**src/rtl/mem_access_pkg.sv**
```systemverilog
// Shared types and encodings for the load/store unit: FSM states, RV32I
// funct3 values, RAM strobe codes and request decode helpers.
package mem_access_pkg;

  typedef enum logic [1:0] {
    IDLE      = 2'd0,
    LOAD_WAIT = 2'd1,
    RMW_MERGE = 2'd2,
    RESP      = 2'd3
  } state_t;

  localparam logic [2:0] F3_B  = 3'b000;
  localparam logic [2:0] F3_H  = 3'b001;
  localparam logic [2:0] F3_W  = 3'b010;
  localparam logic [2:0] F3_BU = 3'b100;
  localparam logic [2:0] F3_HU = 3'b101;

  localparam logic [4:0] RMEM_NONE = 5'b00000;
  localparam logic [4:0] RMEM_LB   = 5'b00001;
  localparam logic [4:0] RMEM_LH   = 5'b00010;
  localparam logic [4:0] RMEM_LW   = 5'b00100;
  localparam logic [4:0] RMEM_LBU  = 5'b01000;
  localparam logic [4:0] RMEM_LHU  = 5'b10000;

  localparam logic [3:0] WMEM_WORD = 4'b1111;

  // One-hot read strobe for a load funct3; NONE for anything not a load width.
  function automatic logic [4:0] rmem_code(input logic [2:0] funct3);
    case (funct3)
      F3_B:    return RMEM_LB;
      F3_H:    return RMEM_LH;
      F3_W:    return RMEM_LW;
      F3_BU:   return RMEM_LBU;
      F3_HU:   return RMEM_LHU;
      default: return RMEM_NONE;
    endcase
  endfunction

  // True when the request must be rejected without touching the RAM.
  function automatic logic access_error(input logic       is_load,
                                        input logic [2:0] funct3,
                                        input logic [1:0] lane);
    logic bad_funct3;
    logic misaligned;
    if (is_load)
      bad_funct3 = !(funct3 == F3_B || funct3 == F3_H || funct3 == F3_W ||
                     funct3 == F3_BU || funct3 == F3_HU);
    else
      bad_funct3 = (funct3 > F3_W);
    misaligned = ((funct3 == F3_W) && (lane != 2'b00)) ||
                 (((funct3 == F3_H) || (funct3 == F3_HU)) && lane[0]);
    return bad_funct3 || misaligned;
  endfunction

endpackage

```
**src/rtl/mem_access_unit_load_align.sv**
```systemverilog
// Little-endian lane select with sign/zero extension of a 32-bit RAM word.
// Also used with an all-ones word to produce byte/halfword lane masks.
module load_align
  import mem_access_pkg::*;
(
  input  logic [31:0] word,
  input  logic [1:0]  lane,
  input  logic [2:0]  funct3,
  output logic [31:0] result
);

  logic [31:0] shifted;

  // Shift the addressed lane down to bit 0, then extend to 32 bits.
  always_comb begin
    shifted = word >> {lane, 3'b000};
    case (funct3)
      F3_B:    result = {{24{shifted[7]}}, shifted[7:0]};
      F3_H:    result = {{16{shifted[15]}}, shifted[15:0]};
      F3_BU:   result = {24'h000000, shifted[7:0]};
      F3_HU:   result = {16'h0000, shifted[15:0]};
      default: result = word;
    endcase
  end

endmodule

```
**src/rtl/mem_access_unit.sv**
```systemverilog
// Load/store unit between execute and the unified word-wide block RAM.
// Loads take two cycles (RAM read is registered); sub-word stores run as a
// read-modify-write because the RAM only writes whole words.
module mem_access_unit
  import mem_access_pkg::*;
#(
  parameter int ADDR_WIDTH = 12
) (
  input  logic        clk,
  input  logic        rst,
  input  logic        req_valid,
  output logic        req_ready,
  input  logic        req_load,
  input  logic        req_store,
  input  logic [2:0]  req_funct3,
  input  logic [31:0] req_addr,
  input  logic [31:0] req_wdata,
  input  logic        flush,
  output logic        resp_valid,
  output logic [31:0] resp_rdata,
  output logic        resp_err,
  output logic [3:0]  mem_wmem,
  output logic [4:0]  mem_rmem,
  output logic [31:0] mem_addr,
  output logic [31:0] mem_store_data,
  input  logic [31:0] mem_load_data
);

  state_t                state;
  state_t                state_next;

  logic [2:0]            cap_funct3;
  logic [1:0]            cap_lane;
  logic [31:0]           cap_wdata;
  logic [ADDR_WIDTH-1:0] cap_index;

  logic                  resp_pending;
  logic [31:0]           rdata_q;
  logic                  err_q;

  logic                  accept;
  logic                  req_err;
  logic                  req_is_sw;
  logic [31:0]           load_result;
  logic [2:0]            mask_funct3;
  logic [31:0]           lane_mask;
  logic [4:0]            lane_shift;
  logic [31:0]           merged_word;
  logic                  addr_hi_unused;

  // Address bits above the RAM index wrap and are deliberately ignored.
  assign addr_hi_unused = ^req_addr[31:ADDR_WIDTH+2];

  // Reset gates acceptance so the RAM port is quiet while rst is held.
  assign accept    = (state == IDLE) && req_valid && !flush && !rst &&
                     (req_load || req_store);
  assign req_err   = access_error(req_load, req_funct3, req_addr[1:0]);
  assign req_is_sw = !req_load && (req_funct3 == F3_W);
  assign req_ready = (state == IDLE);

  load_align u_load_align (
    .word   (mem_load_data),
    .lane   (cap_lane),
    .funct3 (cap_funct3),
    .result (load_result)
  );

  // Unsigned byte/half extraction of an all-ones word yields the lane mask.
  assign mask_funct3 = (cap_funct3 == F3_B) ? F3_BU : F3_HU;

  load_align u_mask_align (
    .word   (32'hFFFF_FFFF),
    .lane   (2'b00),
    .funct3 (mask_funct3),
    .result (lane_mask)
  );

  assign lane_shift  = {cap_lane, 3'b000};
  assign merged_word = (mem_load_data & ~(lane_mask << lane_shift)) |
                       ((cap_wdata & lane_mask) << lane_shift);

  // A flush during the response cycle withdraws the completion pulse.
  assign resp_valid = resp_pending && !flush;
  assign resp_rdata = rdata_q;
  assign resp_err   = err_q;

  // State register.
  always_ff @(posedge clk or posedge rst) begin
    if (rst) state <= IDLE;
    else     state <= state_next;
  end

  // Next state and the combinational RAM port.
  always_comb begin
    state_next     = state;
    mem_wmem       = 4'b0000;
    mem_rmem       = RMEM_NONE;
    mem_store_data = 32'h0000_0000;
    mem_addr       = {{(32-ADDR_WIDTH){1'b0}}, cap_index};
    case (state)
      IDLE: begin
        mem_addr = {{(32-ADDR_WIDTH){1'b0}}, req_addr[ADDR_WIDTH+1:2]};
        if (accept) begin
          if (req_err) begin
            state_next = RESP;
          end else if (req_load) begin
            mem_rmem   = rmem_code(req_funct3);
            state_next = LOAD_WAIT;
          end else if (req_is_sw) begin
            mem_wmem       = WMEM_WORD;
            mem_store_data = req_wdata;
            state_next     = RESP;
          end else begin
            mem_rmem   = RMEM_LW;
            state_next = RMW_MERGE;
          end
        end
      end
      LOAD_WAIT: begin
        state_next = flush ? IDLE : RESP;
      end
      RMW_MERGE: begin
        mem_wmem       = WMEM_WORD;
        mem_store_data = merged_word;
        state_next     = flush ? IDLE : RESP;
      end
      RESP: begin
        state_next = IDLE;
      end
      default: state_next = IDLE;
    endcase
  end

  // Capture the accepted request for the later cycles of the operation.
  always_ff @(posedge clk or posedge rst) begin
    if (rst) begin
      cap_funct3 <= 3'b000;
      cap_lane   <= 2'b00;
      cap_wdata  <= 32'h0000_0000;
      cap_index  <= '0;
    end else if (accept) begin
      cap_funct3 <= req_funct3;
      cap_lane   <= req_addr[1:0];
      cap_wdata  <= req_wdata;
      cap_index  <= req_addr[ADDR_WIDTH+1:2];
    end
  end

  // Response registers: loaded for exactly the RESP cycle, zero otherwise.
  always_ff @(posedge clk or posedge rst) begin
    if (rst) begin
      resp_pending <= 1'b0;
      rdata_q      <= 32'h0000_0000;
      err_q        <= 1'b0;
    end else begin
      resp_pending <= 1'b0;
      rdata_q      <= 32'h0000_0000;
      err_q        <= 1'b0;
      case (state)
        IDLE: begin
          if (accept && (req_err || req_is_sw)) begin
            resp_pending <= 1'b1;
            err_q        <= req_err;
          end
        end
        LOAD_WAIT: begin
          if (!flush) begin
            resp_pending <= 1'b1;
            rdata_q      <= load_result;
          end
        end
        RMW_MERGE: begin
          if (!flush) resp_pending <= 1'b1;
        end
        default: ;
      endcase
    end
  end

endmodule

```
**config.mk**
```make
export PLATFORM = sky130hd
export DESIGN_NAME = mem_access_unit
export DESIGN_NICKNAME = d
export VERILOG_FILES = /design/src/rtl/mem_access_pkg.sv /design/src/rtl/mem_access_unit_load_align.sv /design/src/rtl/mem_access_unit.sv
export SDC_FILE = /design/constraint.sdc
export NUM_CORES = 1
export LEC_CHECK = 0
export ABC_AREA = 1
export BUFFER_PORTS_ARGS = -buffer_cell sky130_fd_sc_hd__buf_2
export CAP_MARGIN = 25
export CORE_MARGIN = 2
export CORE_UTILIZATION = 23
export CTS_BUF_LIST = sky130_fd_sc_hd__clkbuf_16
export DETAILED_ROUTE_END_ITERATION = 12
export GPL_ROUTABILITY_DRIVEN = 1
export PLACE_DENSITY = 0.45
export SLEW_MARGIN = 20
export SYNTH_ARGS = -nofsm -noshare
export SYNTH_HDL_FRONTEND = slang
export SYNTH_SLANG_ARGS = --single-unit
```
**constraint.sdc**
```tcl
create_clock -name clk -period 2.46 [get_ports clk]
set_clock_uncertainty 0.1 [all_clocks]
set_input_delay 0.492 -clock clk [delete_from_list [all_inputs] [get_ports clk]]
set_output_delay 0.492 -clock clk [all_outputs]
set_load 0.005 [all_outputs]
```
==> metrics, run 1 <==
status=finished, final reports clean; Synth area leaders=dfrtp_1, nand2_1, o21ai_0, nand3_1, nor2_1; area share of the largest cell type after synthesis=0.358; synthesized area=between 4000 and 5000 µm²; Psw=approximately 3.2 mW; post-route ant nets=0; GRT overflow=0; slew margin rel.=0.581; maximum VDD drop=0.387 mV; sequential-to-total area share from yosys stat=0.358; main flop type after synthesis=dfrtp_1; Internal Power=3.92 mW; clk sinks=between 60 and 70; Die Area=22,100 µm²; CTS Buf Count=9; CTS tree=yes; Fin Hold WS=around 0.15 ns; worst endpoint required time=~1.9 ns; Pins Over Slew Limit=0; Setup crit end kind=primary output; Fin Setup TNS=0 ns; total power=7.17 mW; clk buf depth=2; total track usage=0.163; layout cells sized above 1=0.305; Reg2Reg Launch Point=cap_lane[0]$_DFFE_PP0N_; largest net degree at the start of global routing=39; Setup Viol. Count Final=0; gpl congestion=approximately 0.86; Leakage=roughly 3.6 nW; Root Driver=clkbuf_16; Vias=5,106; most frequent cells in the layout=nand2_1, buf_2, o21ai_0, nor2_1; # fillers=~2,300; Port Buffers=~170; syn_area_per_cell=6.72 µm²; GRT met3 Usage=0.0532; sequential power share=0.241; CTS Hold Bufs=0; GR met1 Demand/Resource=0.226; Crit path arrival time=approximately 1.9 ns; Sw Share=0.453; leading area contributor after synthesis=dfrtp_1; Final min period=~2.5 ns; leading cell type in the layout, fill and taps excluded=nand2_1; RSZ-0062 raised after global routing=true; Starting Density=0.236; crit path launch type=register; Post-Route WL=18,400 µm; HPWL Detailed=roughly 14,000 µm; Fin. Hold Viols=0; CTS clk-pin slew, worst paths=about 0.060 ns; post-synthesis async set-or-reset flop share=1.00; Vias/cell=between 4 and 5; total of max-cap violations=0; area added between synthesis and finish=36.5%; nets@finish=1,023; Clock power frac=0.180; worst setup path class=reg2out; DR iter-0 viols=375; number of global-route vias before repair=between 4,000 and 5,000; Tcrit/Tclk final=0.999; Mapped Cells=just over 700; synthesized flop and latch total=69; WL/cell=around 15 µm; power per cell area=1090 nW/µm²; fmax=approximately 410 MHz; Distinct cells, synth=32; I/O Pins=213; worst slew pin tran=between 0.6 and 0.7 ns; first-pass GRT wire length=27,400 µm; total iterations of the first detailed-routing run=5; Die W=around 150 µm; DRC viols=0; power share of the combinational group=0.578; Die H=approximately 150 µm; most utilized layer in the global route result=met2; crit-path max FO=8; initial antenna violation count=1; fin util=0.322; worst hold path class=in2async; Std-Cell Core Area=about 20,000 µm²; critical path launch point=state[0]$_DFFE_PP0P_; H-Tree Depth=3; worst-skew pair later-pin latency=0.34 ns; Post-synth EDFFs=0; M2 GR Usage=0.249; Ys Warns=0; num rows=52
[routing by layer]
metal  vias up  part of all wire
li1       2646                 -
met1      2258              0.47
met2       189              0.44
met3        13             0.082
met4         0            0.0085
met5         -                 0
[final timing paths]
check / end / cells after the start / slack [ns]
worst max register to register: resp_rdata[31]$_DFF_PP0_ / 9 / 0.69
max in group asynchronous: resp_rdata[13]$_DFF_PP0_ / 3 / 1.72
min in group clk: cap_wdata[11]$_DFFE_PP0N_ / 3 / 0.26
worst max-delay path: mem_store_data[23] / 11 / 0.003
worst min-delay path: cap_index[1]$_DFFE_PP0N_ / 3 / 0.15
worst min register to register: cap_wdata[1]$_DFFE_PP0N_ / 2 / 0.39
[layout make-up]
cell class              instances  area [µm²]  share of cell area
clock inverters                 7        66.3              0.0101
inverters                      80         310              0.0471
well taps                     270         338              0.0513
diodes                          1        2.50            0.000380
flip-flops and latches         69        1730               0.262
multi-input cells             526        2540               0.387
repair buffers                225        1370               0.208
clock buffers                   9         225              0.0342
[through the flow]
| stage | area, µm² | setup slack (ns) | cells |
|---|---|---|---|
| 4_1_cts | 6380 | -0.0160 | 1172 |
| 5_1_grt | 6580 | -0.0968 | 1186 |
| 6_report | 6580 | 0.00329 | 1187 |
| 2_1_floorplan | 4890 | 0.0379 | 737 |
| 3_3_place_gp | 5990 | 0.110 | 1150 |
| 3_5_place_dp | 5990 | 0.105 | 1150 |
[registers in the layout (all words and copies together) (netlist names)]
name          cells
cap_funct3        3
resp_err          1
resp_rdata       32
resp_pending      1
state             2
cap_index        12
cap_wdata        16
cap_lane          2
[synth_stat cells (9+ instances only)]
master	count
a21oi_1	24
buf_2	17
buf_4	28
clkbuf_1	13
dfrtp_1	69
inv_1	73
nand2_1	186
nand3_1	63
nor2_1	76
o211ai_1	9
o21ai_0	82
o21ai_1	9
[logic make-up (layout without fill, tap and decap cells)]
logic type,count (synthesis),in the layout,synth area share
AND/OR/NAND/NOR,366,366,0.334
buffers and inverters,142,321,0.143
AO/OA/AOI/OAI,133,133,0.146
flip-flops,69,69,0.358
adder cells (fa/ha/maj),7,7,0.0182
other,1,21,0.000778
[power groups by stage]
| stage | registers (mW) | clock network, mW | logic (mW) |
|---|---|---|---|
| 2_1_floorplan | 1.72 | 0 | 2.39 |
| 3_3_place_gp | 1.75 | 0 | 3.77 |
| 3_5_place_dp | 1.76 | 0 | 3.77 |
| 4_1_cts | 1.73 | 1.33 | 3.92 |
| 5_1_grt | 1.78 | 1.38 | 4.66 |
| 6_report | 1.73 | 1.29 | 4.15 |
[worst max-delay path, cell delays in order (launching register included)]
cell and delay, ns:
dfrtp_1 0.40, inv_2 0.10, ha_4 0.15, nand2_2 0.05, inv_2 0.06, nand3_4 0.11, nor2_4 0.13, buf_12 0.14
buf_8 0.12, nand3b_1 0.08, nand2_1 0.07, buf_2 0.10
[repair_timing]
action,CTS,global route
setup buffers,5,13
gates cloned,1,1
gates resized for setup,13,21
setup endpoints to repair,38,36
pin swaps,3,11
Power figures use the tool's default switching activity.
==> run 2: changes to the inputs <==
--- a/config.mk
+++ b/config.mk
@@ -13,7 +13,8 @@
 export CTS_BUF_LIST = sky130_fd_sc_hd__clkbuf_16
 export DETAILED_ROUTE_END_ITERATION = 12
 export GPL_ROUTABILITY_DRIVEN = 1
-export PLACE_DENSITY = 0.45
+export MAX_ROUTING_LAYER = met4
+export PLACE_DENSITY = 0.49
 export SLEW_MARGIN = 20
 export SYNTH_ARGS = -nofsm -noshare
 export SYNTH_HDL_FRONTEND = slang
==> metrics, run 2 (synthesis results as in run 1) <==
H-Tree Depth=3; nets@finish=1,017; post-route ant nets=0; CTS Buf Count=9; reg-to-reg slack, setup=between 0.5 and 0.6 ns; Fin Setup TNS=0 ns; Crit. path cell count=10; Vias/cell=4.37; crit path launch type=register; worst-skew pair later-pin latency=about 0.34 ns; power per cell area=around 1100 nW/µm²; clk buf depth=2; first-pass GRT wire length=27,800 µm; Reg2Reg Launch Point=state[1]$_DFFE_PP0P_; crit-path max FO=8; Crit path buffers/inverters=4; HPWL Detailed=14,200 µm; Vias=5,170; worst hold path class=in2async; worst endpoint required time=1.87 ns; num rows=52; Leakage=roughly 3.6 nW; maximum VDD drop=roughly 0.43 mV; number of global-route vias before repair=4,867; Crit path arrival time=around 1.8 ns; # fillers=around 2,300; Critical-path top delay cell=dfrtp_1; clk sinks=69; Pins Over Slew Limit=0; gpl congestion=0.873; Die Area=around 22,000 µm²; Post-Route WL=18,200 µm; Setup crit end kind=primary output; total iterations of the first detailed-routing run=5; total track usage=0.171; worst setup path class=reg2out; FF-to-FF path depth=7; largest net degree at the start of global routing=70; R2R Path End=resp_rdata[17]$_DFF_PP0_; DRC viols=0; CTS tree=yes; initial antenna violation count=2; Most common cell on crit path=inv_2; worst slew pin tran=between 0.6 and 0.7 ns; total of max-cap violations=0; GRT overflow=0; Std-Cell Core Area=around 20,000 µm²; Die H=~150 µm; CTS Hold Bufs=0; fin util=0.320; Die W=149 µm; DR iter-0 viols=roughly 300; most frequent cells in the layout=nand2_1, buf_2, o21ai_0, nor2_1; CTS clk-pin slew, worst paths=about 0.060 ns; Max stage delay on crit path=around 0.40 ns; status=finished, final reports clean; slew margin rel.=0.553; layout cells sized above 1=0.308; Starting Density=0.236; Tcrit/Tclk final=0.979; critical path launch point=state[1]$_DFFE_PP0P_; fmax=415 MHz; Port Buffers=between 150 and 200; Root Driver=clkbuf_16; Setup Viol. Count Final=0; CP delay by family, top=simple AND/OR/NAND/NOR gates; WL/cell=between 15 and 20 µm; leading cell type in the layout, fill and taps excluded=nand2_1; crit-path cells=inv_2 -> ha_4 -> nand2_2 -> inv_2 -> nand3_4 -> nor2_4 -> buf_12 -> nand4_1 -> nand2_1 -> buf_2; Final min period=2.41 ns; max FFs per register=32; I/O Pins=roughly 210; area added between synthesis and finish=35.4%; RSZ-0062 raised after global routing=true; Fin. Hold Viols=0
run 2: cell count changes in the layout (fill, tap and decap cells not counted), sizes merged:
cell      change
buf           -4
bufbuf        -1
bufinv        -1
clkbuf        -1
clkinv        +4
clkinvlp      -3
diode         +2
run 2: metal layers:
layer	vias to the layer above	part of all wire	GRT usage
met2	207	0.43	0.256
met3	28	0.083	0.0425
met1	2296	0.46	0.227
met4	0	0.027	0.0581
li1	2639	-	-
met5	-	0	-
run 2: area by class of cell:
class / count / area [µm²] / share of cell area
antenna: 3 / 7.51 / 0.00115
clock buffer: 9 / 225 / 0.0345
clock inverter: 7 / 32.5 / 0.00498
inverter: 80 / 308 / 0.0471
multi-input combinational: 526 / 2560 / 0.392
sequential: 69 / 1730 / 0.264
tap: 270 / 338 / 0.0517
timing repair buffer: 219 / 1330 / 0.204
run 2: worst max-delay path by stage:
stage                              end  slack, ns
floorplan           mem_store_data[30]       0.04
global placement    mem_store_data[10]       0.09
detailed placement  mem_store_data[10]       0.11
CTS                 mem_store_data[23]      -0.03
global route               mem_wmem[0]      -0.08
finish              mem_store_data[31]       0.05
run 2: tightest hold or removal path, cell delays in order:
cell and delay [ns]:
buf_2 0.11, inv_2 0.06, buf_12 0.30
run 2: through the flow:
stage	total power [mW]	hold slack [ns]	worst slack, ns	cell area [µm²]	std cells
after floorplan	4.11	0.353	0.0379	4890	737
after detailed placement	5.51	0.377	0.107	6010	1152
after global routing	7.65	0.165	-0.0811	6530	1182
after global placement	5.49	0.369	0.0924	6010	1152
final	6.98	0.113	0.0522	6530	1183
after CTS	6.82	0.147	-0.0335	6390	1175
run 2: repair_timing:
item | in CTS | in global routing
endpoints found under the setup margin | 40 | 39
setup buffers | 6 | 5
pin swaps | 4 | 10
resized for setup | 15 | 30
cloned | 1 | 1
run 2: power by group:
part           switching, mW  internal, mW
registers              0.203          1.54
logic                   2.52          1.57
clock network          0.489         0.665
